===== config.mk =====
export PLATFORM = sky130hd
export DESIGN_NAME = cp_manager
export DESIGN_NICKNAME = d
export VERILOG_FILES = /design/src/rtl/cp_manager_pkg.sv /design/src/rtl/cp_manager_popcount_prefix.sv /design/src/rtl/cp_manager.sv
export SDC_FILE = /design/constraint.sdc
export NUM_CORES = 1
export LEC_CHECK = 0
export CAP_MARGIN = 20
export CORE_UTILIZATION = 50
export DETAILED_ROUTE_END_ITERATION = 8
export GPL_ROUTABILITY_DRIVEN = 0
export HOLD_SLACK_MARGIN = 0.06
export PLACE_DENSITY = 0.93
export SLEW_MARGIN = 20
export SYNTH_ARGS = -nofsm -noshare
export SYNTH_HDL_FRONTEND = slang
export SYNTH_SLANG_ARGS = --single-unit

===== constraint.sdc =====
create_clock -name clock -period 9.8 [get_ports clock]
set_clock_uncertainty 0.05 [all_clocks]
set_input_delay 1.96 -clock clock [delete_from_list [all_inputs] [get_ports clock]]
set_output_delay 1.96 -clock clock [all_outputs]
set_load 0.005 [all_outputs]

===== src/rtl/cp_manager_pkg.sv =====
// Shared types and constants for the rename-stage branch checkpoint scheduler.
package cp_manager_pkg;

    localparam int unsigned RAT_CP_SIZE       = 8;
    localparam int unsigned RAT_CP_INDEX_SIZE = 3;

    typedef logic [RAT_CP_INDEX_SIZE-1:0] cp_index_t;

    typedef enum logic {
        CP_IDLE    = 1'b0,
        CP_RESTORE = 1'b1
    } cp_state_t;

    // Total set bits of a vector of up to 32 bits.
    function automatic int unsigned popcount32(input logic [31:0] v);
        int unsigned n;
        n = 0;
        for (int i = 0; i < 32; i++) begin
            n += 32'(v[i]);
        end
        return n;
    endfunction

endpackage


===== src/rtl/cp_manager_popcount_prefix.sv =====
// Exclusive per-slot prefix popcount plus total, used to rank branches within a group.
module cp_manager_popcount_prefix #(
    parameter int unsigned WIDTH = 4,
    localparam int unsigned CNT_W = $clog2(WIDTH + 1)
) (
    input  logic [WIDTH-1:0]            bits_i,
    output logic [WIDTH-1:0][CNT_W-1:0] prefix_o,
    output logic [CNT_W-1:0]            total_o
);

    always_comb begin
        logic [CNT_W-1:0] acc;
        acc      = '0;
        prefix_o = '0;
        for (int i = 0; i < int'(WIDTH); i++) begin
            prefix_o[i] = acc;
            acc         = acc + CNT_W'(bits_i[i]);
        end
        total_o = acc;
    end

endmodule


===== src/rtl/cp_manager.sv =====
// Branch checkpoint scheduler: allocates slots per rename group, frees on retire,
// truncates the live window on mispredict and sequences the one-cycle RAT restore.
module cp_manager
    import cp_manager_pkg::*;
#(
    parameter int unsigned RENAME_WIDTH  = 4,
    parameter int unsigned COMMIT_WIDTH  = 4,
    parameter int unsigned CP_SIZE       = RAT_CP_SIZE,
    parameter int unsigned CP_INDEX_SIZE = RAT_CP_INDEX_SIZE
) (
    input  logic                                  clock,
    input  logic                                  reset,
    input  logic                                  alloc_req,
    input  logic [RENAME_WIDTH-1:0]               alloc_valid,
    input  logic [RENAME_WIDTH-1:0]               alloc_is_br,
    output logic                                  alloc_ready,
    output logic [RENAME_WIDTH*CP_INDEX_SIZE-1:0] alloc_idx,
    output logic [RENAME_WIDTH-1:0]               alloc_take,
    input  logic [COMMIT_WIDTH-1:0]               retire_valid,
    input  logic [COMMIT_WIDTH-1:0]               retire_is_br,
    input  logic                                  recover,
    input  logic [CP_INDEX_SIZE-1:0]              recover_idx,
    input  logic                                  flush_all,
    output logic                                  restore_req,
    output logic [CP_INDEX_SIZE-1:0]              restore_idx,
    output logic [CP_INDEX_SIZE-1:0]              cp_head,
    output logic [CP_INDEX_SIZE:0]                cp_count,
    output logic                                  cp_full,
    output logic                                  cp_empty,
    output logic                                  err
);

    localparam int unsigned CNT_W = CP_INDEX_SIZE + 1;
    localparam int unsigned RPC_W = $clog2(RENAME_WIDTH + 1);
    localparam int unsigned CPC_W = $clog2(COMMIT_WIDTH + 1);

    cp_state_t                         state_q, state_d;
    logic [CP_INDEX_SIZE-1:0]          head_q, head_d;
    logic [CNT_W-1:0]                  count_q, count_d;
    logic                              restore_req_q, restore_req_d;
    logic [CP_INDEX_SIZE-1:0]          restore_idx_q, restore_idx_d;
    logic                              err_q, err_d;

    logic [RENAME_WIDTH-1:0]            br_bits;
    logic [RENAME_WIDTH-1:0][RPC_W-1:0] br_prefix;
    logic [RPC_W-1:0]                   nbr;
    logic [CPC_W-1:0]                   nret;
    logic [CNT_W-1:0]                   free_cnt;
    logic [CNT_W-1:0]                   cnt_ret;
    logic [CP_INDEX_SIZE-1:0]           head_ret;
    logic [CP_INDEX_SIZE-1:0]           tail;
    logic [CP_INDEX_SIZE-1:0]           rec_off;
    logic                               ret_err;
    logic                               fire;

    assign br_bits = alloc_valid & alloc_is_br;

    cp_manager_popcount_prefix #(.WIDTH(RENAME_WIDTH)) u_alloc_pc (
        .bits_i   (br_bits),
        .prefix_o (br_prefix),
        .total_o  (nbr)
    );

    assign nret     = CPC_W'(popcount32(32'(retire_valid & retire_is_br)));
    // Same-cycle retires are deliberately not credited to free space.
    assign free_cnt = CNT_W'(CP_SIZE) - count_q;
    assign tail     = CP_INDEX_SIZE'(head_q + count_q[CP_INDEX_SIZE-1:0]);

    assign alloc_ready = (state_q == CP_IDLE) & ~recover & ~flush_all & (CNT_W'(nbr) <= free_cnt);
    assign fire        = alloc_req & alloc_ready;
    assign alloc_take  = fire ? br_bits : '0;

    always_comb begin
        alloc_idx = '0;
        for (int i = 0; i < int'(RENAME_WIDTH); i++) begin
            if (br_bits[i]) begin
                alloc_idx[i*CP_INDEX_SIZE +: CP_INDEX_SIZE] =
                    CP_INDEX_SIZE'(tail + CP_INDEX_SIZE'(br_prefix[i]));
            end
        end
    end

    // Retire first, then flush/recover, then allocation.
    always_comb begin
        head_ret = CP_INDEX_SIZE'(head_q + CP_INDEX_SIZE'(nret));
        ret_err  = 1'b0;
        cnt_ret  = count_q - CNT_W'(nret);
        if (CNT_W'(nret) > count_q) begin
            ret_err = 1'b1;
            cnt_ret = '0;
        end
        rec_off = CP_INDEX_SIZE'(recover_idx - head_ret);

        state_d       = CP_IDLE;
        head_d        = head_ret;
        count_d       = cnt_ret;
        restore_req_d = 1'b0;
        restore_idx_d = restore_idx_q;
        err_d         = err_q | ret_err;

        if (flush_all) begin
            count_d = '0;
        end else if (state_q == CP_RESTORE) begin
            if (recover) begin
                err_d = 1'b1;
            end
        end else if (recover) begin
            if (CNT_W'(rec_off) < cnt_ret) begin
                count_d = CNT_W'(rec_off) + CNT_W'(1);
            end else begin
                err_d = 1'b1;
            end
            restore_idx_d = recover_idx;
            restore_req_d = 1'b1;
            state_d       = CP_RESTORE;
        end else if (fire) begin
            count_d = cnt_ret + CNT_W'(nbr);
        end
    end

    always_ff @(posedge clock) begin
        if (reset) begin
            state_q       <= CP_IDLE;
            head_q        <= '0;
            count_q       <= '0;
            restore_req_q <= 1'b0;
            restore_idx_q <= '0;
            err_q         <= 1'b0;
        end else begin
            state_q       <= state_d;
            head_q        <= head_d;
            count_q       <= count_d;
            restore_req_q <= restore_req_d;
            restore_idx_q <= restore_idx_d;
            err_q         <= err_d;
        end
    end

    assign restore_req = restore_req_q;
    assign restore_idx = restore_idx_q;
    assign cp_head     = head_q;
    assign cp_count    = count_q;
    assign cp_full     = (count_q == CNT_W'(CP_SIZE));
    assign cp_empty    = (count_q == '0);
    assign err         = err_q;

endmodule


### Yosys cells after proc, flatten, opt, wreduce, memory -nomap -nowiden

Index checks and enable logic that the tools add are counted.

| storage, ports and cells | value |
|---|---|
| flip-flop bits (word level) | 12 |
| input port bits | 24 |
| logic and storage cells | 84 |

| operators by class | value |
|---|---|
| $add $sub $neg | 44 |
| order comparisons | 3 |
| eq/ne operators | 1 |
| multiplexer cells | 17 |
| bitwise logic cells | 10 |
| reductions and logical operators | 4 |

Operators by type and width:

| kind | number |
|---|---|
| $add A3 B1 Y3 const B | 28 |
| $mux W4 | 6 |
| $add A3 B1 Y3 | 4 |
| $add A3 B3 Y3 | 4 |
| $mux W3 | 4 |
| $and A4 B4 Y4 | 2 |
| $mux W1 | 7 |
| $add A1 B1 Y2 | 2 |
| $add A3 B1 Y4 const B | 1 |
| $add A4 B3 Y4 | 1 |
| $and A1 B1 Y1 | 4 |
| $eq A4 B4 Y1 const B | 1 |
| $gt A3 B4 Y1 | 1 |
| $le A3 B4 Y1 | 1 |
| $logic_not A4 Y1 | 1 |
| $lt A3 B4 Y1 | 1 |
| $sub A4 B3 Y4 | 1 |
| $sub A4 B4 Y4 const A | 1 |
| $add A2 B1 Y3 | 1 |
| $not A1 Y1 | 3 |
| $reduce_and A3 Y1 | 1 |
| $reduce_or A3 Y1 | 1 |
| $sub A3 B3 Y3 | 1 |
| $reduce_or A2 Y1 | 1 |
| $or A1 B1 Y1 | 1 |

### Longest topological paths before layout

Gate-level depths: netlist of the first run.

| depth | value |
|---|---|
| depth in word-level cells | 39 |
| gate-level depth with buffers | 17 |
| mapped depth without buffers | 17 |

### Hierarchy

From an unflattened synthesis of the first run, not the netlist that was laid out.

| second synthesis, totals | value |
|---|---|
| cells, all modules | 207 |
| area, all modules | 1715.4 sq um |

Modules (own cells, without submodules):

| module | times used | cells each | area an instance (sq um) | sequential area each (sq um) |
|---|---|---|---|---|
| cp_manager | 1 | 183 | 1531.5 | 240.2 |
| cp_manager_popcount_prefix | 1 | 24 | 183.9 | 0.0 |

### Worst setup path before layout of the first run

OpenSTA, ideal clock, no wires.

| timing path | value |
|---|---|
| kind | input to output |
| start point | in alloc_valid[0] |
| end point | out alloc_take[0] |
| data arrival time | 4.516 ns |
| path slack | 3.274 ns |
| stages | 10 |
| buffers on the path | 0 |
| path through | nand2_1 fa_1 inv_1 ha_1 fa_1 ha_1 a211o_1 a31oi_1 nand3_1 nor2_1 |

| on the way | value |
|---|---|
| word-level cells in the longest chain between the ends | 8 |

Ends and longest elaborated chain:

| item | RTL line | text |
|---|---|---|
| start: declaration | cp_manager.sv:14 | `input logic [RENAME_WIDTH-1:0] alloc_valid,` |
| $and A4 B4 Y4 * | cp_manager.sv:56 | `assign br_bits = alloc_valid & alloc_is_br;` |
| $add A1 B1 Y2 | cp_manager_popcount_prefix.sv:17 | `acc = acc + CNT_W'(bits_i[i]);` |
| $add A3 B1 Y3 (2 in series) | cp_manager_popcount_prefix.sv:17 |  |
| $le A3 B4 Y1 | cp_manager.sv:69 | `assign alloc_ready = (state_q == CP_IDLE) & ~recover & ~flush_all & (CNT_W'(nbr) <= free_cnt);` |
| $and A1 B1 Y1 | cp_manager.sv:69 |  |
| $and A1 B1 Y1 | cp_manager.sv:70 | `assign fire = alloc_req & alloc_ready;` |
| $mux W4 * | cp_manager.sv:71 | `assign alloc_take = fire ? br_bits : '0;` |
| end: declaration | cp_manager.sv:18 | `output logic [RENAME_WIDTH-1:0] alloc_take,` |

Every way passes the cells marked *; elsewhere a longest branch is shown, timed or not.

### Worst setup path after layout of the first run

| timing path | value |
|---|---|
| start point | in alloc_valid[1] |
| end point | out alloc_take[1] |

Same word-level chain as after synthesis.

==> out/results.ini, run 1 <==
[status]
status=finished, final reports clean

[floorplanning]
core_um2=3050
initial_core_util=0.530
rows=20
num_io_pins=55
die_area_um2=3470
die_y_um=58.9
die_x_um=58.9

[power_and_ir_drop]
leakagePower_uw=0.000998
p_sw_uw=223
power_density_nw_per_um2=222
p_clk_frac=0.086
peakVddDrop_mv=0.181
p_sw_frac=0.449
combPwrFrac=0.764
internal_power_uw=274
p_seq_frac=0.150

[setup_path]
worstSetupPathType=in2out
cpMaxStageDelayCell=fa_1
crit_arrival_ps=5770
r2r-start=cp_count[0]
crit_fanout=5
required_ps=7790
crit_chain=clkdlybuf4s50_1 > nand2_1 > fa_1 > inv_1 > ha_1 > fa_1 > ha_1 > a211o_1 > a31oi_1 > nand3_1 > nor2_1 > clkdlybuf4s50_1
slowest_delay_ps=530
cp-end-kind=primary output
critPathLaunch=alloc_valid[1]
critPathLaunchType=input port

[layout]
fin_nets=307
drive_gt1_frac=0.0484
syn2layout_area_growth_pct=38.4
fin_util=0.733
diodes=0

[clocking]
insertion_delay_ps=290
numCtsBuffers=3
ctsRootBufferMaster=clkbuf_4
postCtsSetupRepairBufs=0
htreeDepth=1
path_clk_slew_ps=80
hold_buffers=0
tritoncts=done
ctsResizeCount=0
cts_sinks=12
cts_buffer_depth=2

[timing]
fmax_mhz=129
rsz0062_at_grt=no
setup-tns-final_ps=0
setup_slack_ps=2020
slew_headroom=0.539
fin_crit_sh=0.793
setup_viol=0
fin_crit_ps=7780
slew_viol_final=0
hold_violations=0
tightestPinTransition_ps=686

[global_routing]
grt_pass1_wl_um=6320
overflow=0
antenna_found_initial=0
grt_max_degree=18
grt_use_total=0.236
grt_pass1_vias=1473

[placement]
preCtsSetupSlack_ps=2090
numPortBuffers=54
dp_hpwl_um=3210

[routing]
drc_errors=0
drt_iter0_markers=44
wl_per_cell_um=13.1
wirelength_um=3810
drtAntennaViolNets=0
vias=1547
via_per_inst=5.30
first_pass_iters=4

[logic_synthesis]
synth-seq-cells=12
netlist_area_um2=1620
synth_cell_types=44
async_flop_share=0
dominantRegCellSynth=dfxtp_1
synth_edf_count=0
yosysSeqAreaShare=0.148
netlist_instances=192
syn_area_per_cell_um2=8.43
syn_nets=250
yosysWarnings=0

[flow_run]
max_cap_violations=0

[worst_hold_path]
hp-start=restore_idx[0]
hold_class=reg2reg

==> final timing paths <==
check / endpoint / slack, ps / cells past startpoint
worst min-delay path: restore_idx[0] / 430 / 2
worst min register to register: restore_idx[0] / 430 / 2
worst max-delay path: alloc_take[1] / 2020 / 12
worst max register to register: cp_count[2] / 6330 / 13
==> per-layer routing <==
layer  global-route usage  part of all wire  routed length, µm  up-vias
met4               0.0782             0.020                 78        0
met2                0.429              0.48               1830       75
met5                    0                 0                  0        -
li1                     -                 -                  -      767
met3               0.0308             0.068                258       10
met1                0.286              0.43               1650      695
==> cells in the mapped netlist, drive strengths merged (3+ instances only) <==
library cell,instances,area (µm²)
o21ai,5,25.0
nor3,5,25.0
mux2i,3,30.0
inv,25,93.8
nor2,25,93.8
ha,24,300
nand2,10,37.5
o211ai,4,30.0
and3,6,37.5
a31oi,3,18.8
fa,10,200
a21oi,4,20.0
dfxtp,12,240
xnor2,8,70.1
nor2b,6,37.5
and2,5,31.3
xor2,5,43.8
==> through the flow <==
step / hold WS (ps) / std cells / instance area (µm²) / total power, µW
6_report: 432 / 292 / 2240 / 497
5_1_grt: 450 / 292 / 2240 / 545
3_5_place_dp: 419 / 288 / 2200 / 450
3_3_place_gp: 418 / 288 / 2200 / 438
2_1_floorplan: 418 / 192 / 1620 / 328
4_1_cts: 430 / 292 / 2240 / 494
==> critical path: cells and delay by family <==
family,cells,cell delay (ps)
adder cells (fa/ha/maj),4,1570
buffers and inverters,3,1060
AO/OA/AOI/OAI,2,660
AND/OR/NAND/NOR,3,520
==> kinds of logic after synthesis <==
kind of cell,count (synthesis),share of synthesized area
adder cells (fa/ha/maj),36,0.323
XOR/XNOR,14,0.0843
multiplexers,3,0.0186
buffers and inverters,27,0.0650
flip-flops,12,0.148
AND/OR/NAND/NOR,72,0.230
AO/OA/AOI/OAI,28,0.131
==> power groups by stage <==
| stage | sequential, µW | clock, µW | combinational [µW] |
|---|---|---|---|
| after CTS | 74.4 | 41.3 | 379 |
| after global placement | 75.0 | 0 | 363 |
| final | 74.4 | 42.9 | 380 |
| after floorplan | 73.2 | 0 | 254 |
| after global routing | 76.0 | 44.0 | 425 |
| after detailed placement | 75.5 | 0 | 374 |
==> sequential cells by signal, summed over array words and instances, names as in the netlist <==
register and cells:
cp_head 3, restore_req 1, restore_idx 3, err 1
cp_count 4
==> cell type report <==
| class | instances | area, µm² |
|---|---|---|
| Fill cell | 236 | 815 |
| Multi-Input combinational cell | 153 | 1270 |
| Timing Repair Buffer | 54 | 541 |
| Inverter | 25 | 93.8 |
| Clock buffer | 4 | 36.3 |
| Tap cell | 44 | 55.1 |
| Sequential cell | 12 | 240 |
==> placed cells by master, fill, tap and decap left out, drive strengths merged, types with 2 or more instances in the layout <==
cell	Yosys	layout
nand2b	2	2
nand3	2	2
and3	6	6
xor2	5	5
and2	5	5
mux2i	3	3
inv	25	25
maj3	2	2
a31oi	3	3
clkdlybuf4s50	0	54
nand2	10	10
nor2b	6	6
a21o	2	2
nor3	5	5
or2	2	2
dfxtp	12	12
nor2	25	25
a21oi	4	4
ha	24	24
o21ai	5	5
fa	10	10
xnor2	8	8
a2bb2oi	2	2
clkbuf	1	4
nand4b	2	2
o211ai	4	4
Note: power is estimated with default switching activity, not from simulation.
==> run 2: changes to the inputs <==
Settings changed: CORE_UTILIZATION 50 to 42, PLACE_DENSITY 0.93 to 0.84.
Clock period 9.8 ns to 6.3 ns, I/O delays scaled along.
==> out/results.ini, run 2 (synthesized netlist as in run 1, its figures left out) <==
[status]
status=finished, final reports clean

[setup_path]
crit_arrival_ps=4830
critPathLaunch=alloc_valid[1]
rr_worst_depth=14
worstReg2RegEnd=cp_count[2]
crit_end=alloc_ready
required_ps=4990
ff2ff_setup_slack_ps=2870
worstSetupPathType=in2out
critPathLaunchType=input port
crit_fanout=4
r2r-start=cp_count[0]
cp-end-kind=primary output

[clocking]
ctsResizeCount=0
tritoncts=done
htreeDepth=1
path_clk_slew_ps=50
hold_buffers=0
cts_buffer_depth=2
insertion_delay_ps=250
ctsRootBufferMaster=clkbuf_8
cts_sinks=12
postCtsSetupRepairBufs=0
numCtsBuffers=3

[global_routing]
grt_pass1_vias=1492
overflow=0
grt_use_total=0.196
grt_pass1_wl_um=6410
grt_max_degree=18
antenna_found_initial=0

[routing]
wirelength_um=3900
top_layer=met4
via_per_inst=5.17
wl_met3_um=299
drtAntennaViolNets=0
wl_per_cell_um=13.1
vias=1535
drc_errors=0
drt_iter0_markers=32
first_pass_iters=4
wl_met1_um=1680
dr_wl_met2_um=1890

[floorplanning]
die_area_um2=4100
die_y_um=64.1
initial_core_util=0.439
num_io_pins=55
die_x_um=64.1
rows=22
core_um2=3690

[flow_run]
max_cap_violations=0

[timing]
setup_viol=0
slew_viol_final=0
setup-tns-final_ps=0
fin_crit_sh=0.975
hold_violations=0
fin_crit_ps=6140
rsz0062_at_grt=no
fmax_mhz=163
setup_slack_ps=161
slew_headroom=0.551
tightestPinTransition_ps=668

[layout]
fin_nets=308
final_common_cell=clkdlybuf4s50_1
final_cell_mix=clkdlybuf4s50_1, inv_1, nor2_1
largest_reg_flops=4
num-fill-cells=321
drive_gt1_frac=0.0602
fin_util=0.618
syn2layout_area_growth_pct=41.0
diodes=0

[power_and_ir_drop]
power_density_nw_per_um2=352
peakVddDrop_mv=0.214
leakagePower_uw=0.00101

[worst_hold_path]
min_path_cells=2
hold_class=reg2reg

[placement]
dp_hpwl_um=3130
preCtsSetupSlack_ps=156
numPortBuffers=54

[run 2: layout make-up]
cell class / count / area (µm²) / share of cell area
multi-input cells: 153 / 1280 / 0.563
repair buffers: 55 / 548 / 0.240
flip-flops and latches: 12 / 240 / 0.105
inverters: 25 / 93.8 / 0.0411
well taps: 48 / 60.1 / 0.0263
clock buffers: 4 / 55.1 / 0.0241
[run 2: where the power goes]
part,switching [µW],internal (µW)
clock,31.3,55.4
sequential,23.1,92.9
combinational,296,303
[run 2: worst min-delay path by stage]
stage	slack (ps)	end	startpoint
after floorplan	420	restore_idx[0]	restore_idx[0]
after global placement	410	restore_idx[0]	restore_idx[0]
after detailed placement	420	restore_idx[2]	restore_idx[2]
after CTS	430	restore_idx[0]	restore_idx[0]
after global routing	470	restore_idx[1]	restore_idx[1]
final	430	restore_idx[1]	restore_idx[1]
[run 2: per-layer routing]
metal,global-route usage,vias up
li1,-,769
met1,0.243,700
met2,0.339,61
met3,0.0536,5
met4,0.0398,0
met5,0,-
[run 2: through the flow]
| stage | cells | hold slack [ps] | instance area [µm²] | power (µW) |
|---|---|---|---|---|
| after floorplan | 192 | 418 | 1620 | 510 |
| after global placement | 293 | 414 | 2210 | 690 |
| after detailed placement | 293 | 418 | 2210 | 702 |
| after CTS | 297 | 428 | 2270 | 796 |
| after global routing | 297 | 466 | 2280 | 882 |
| final | 297 | 429 | 2280 | 802 |
[run 2: critical path: stages]
cell and delay [ps]:
clkdlybuf4s50_1 490, nand2_1 140, fa_1 530, inv_1 60
ha_1 210, fa_1 500, ha_1 340, a211o_1 300
a31oi_2 230, buf_4 170, and2_1 130, clkdlybuf4s50_1 490
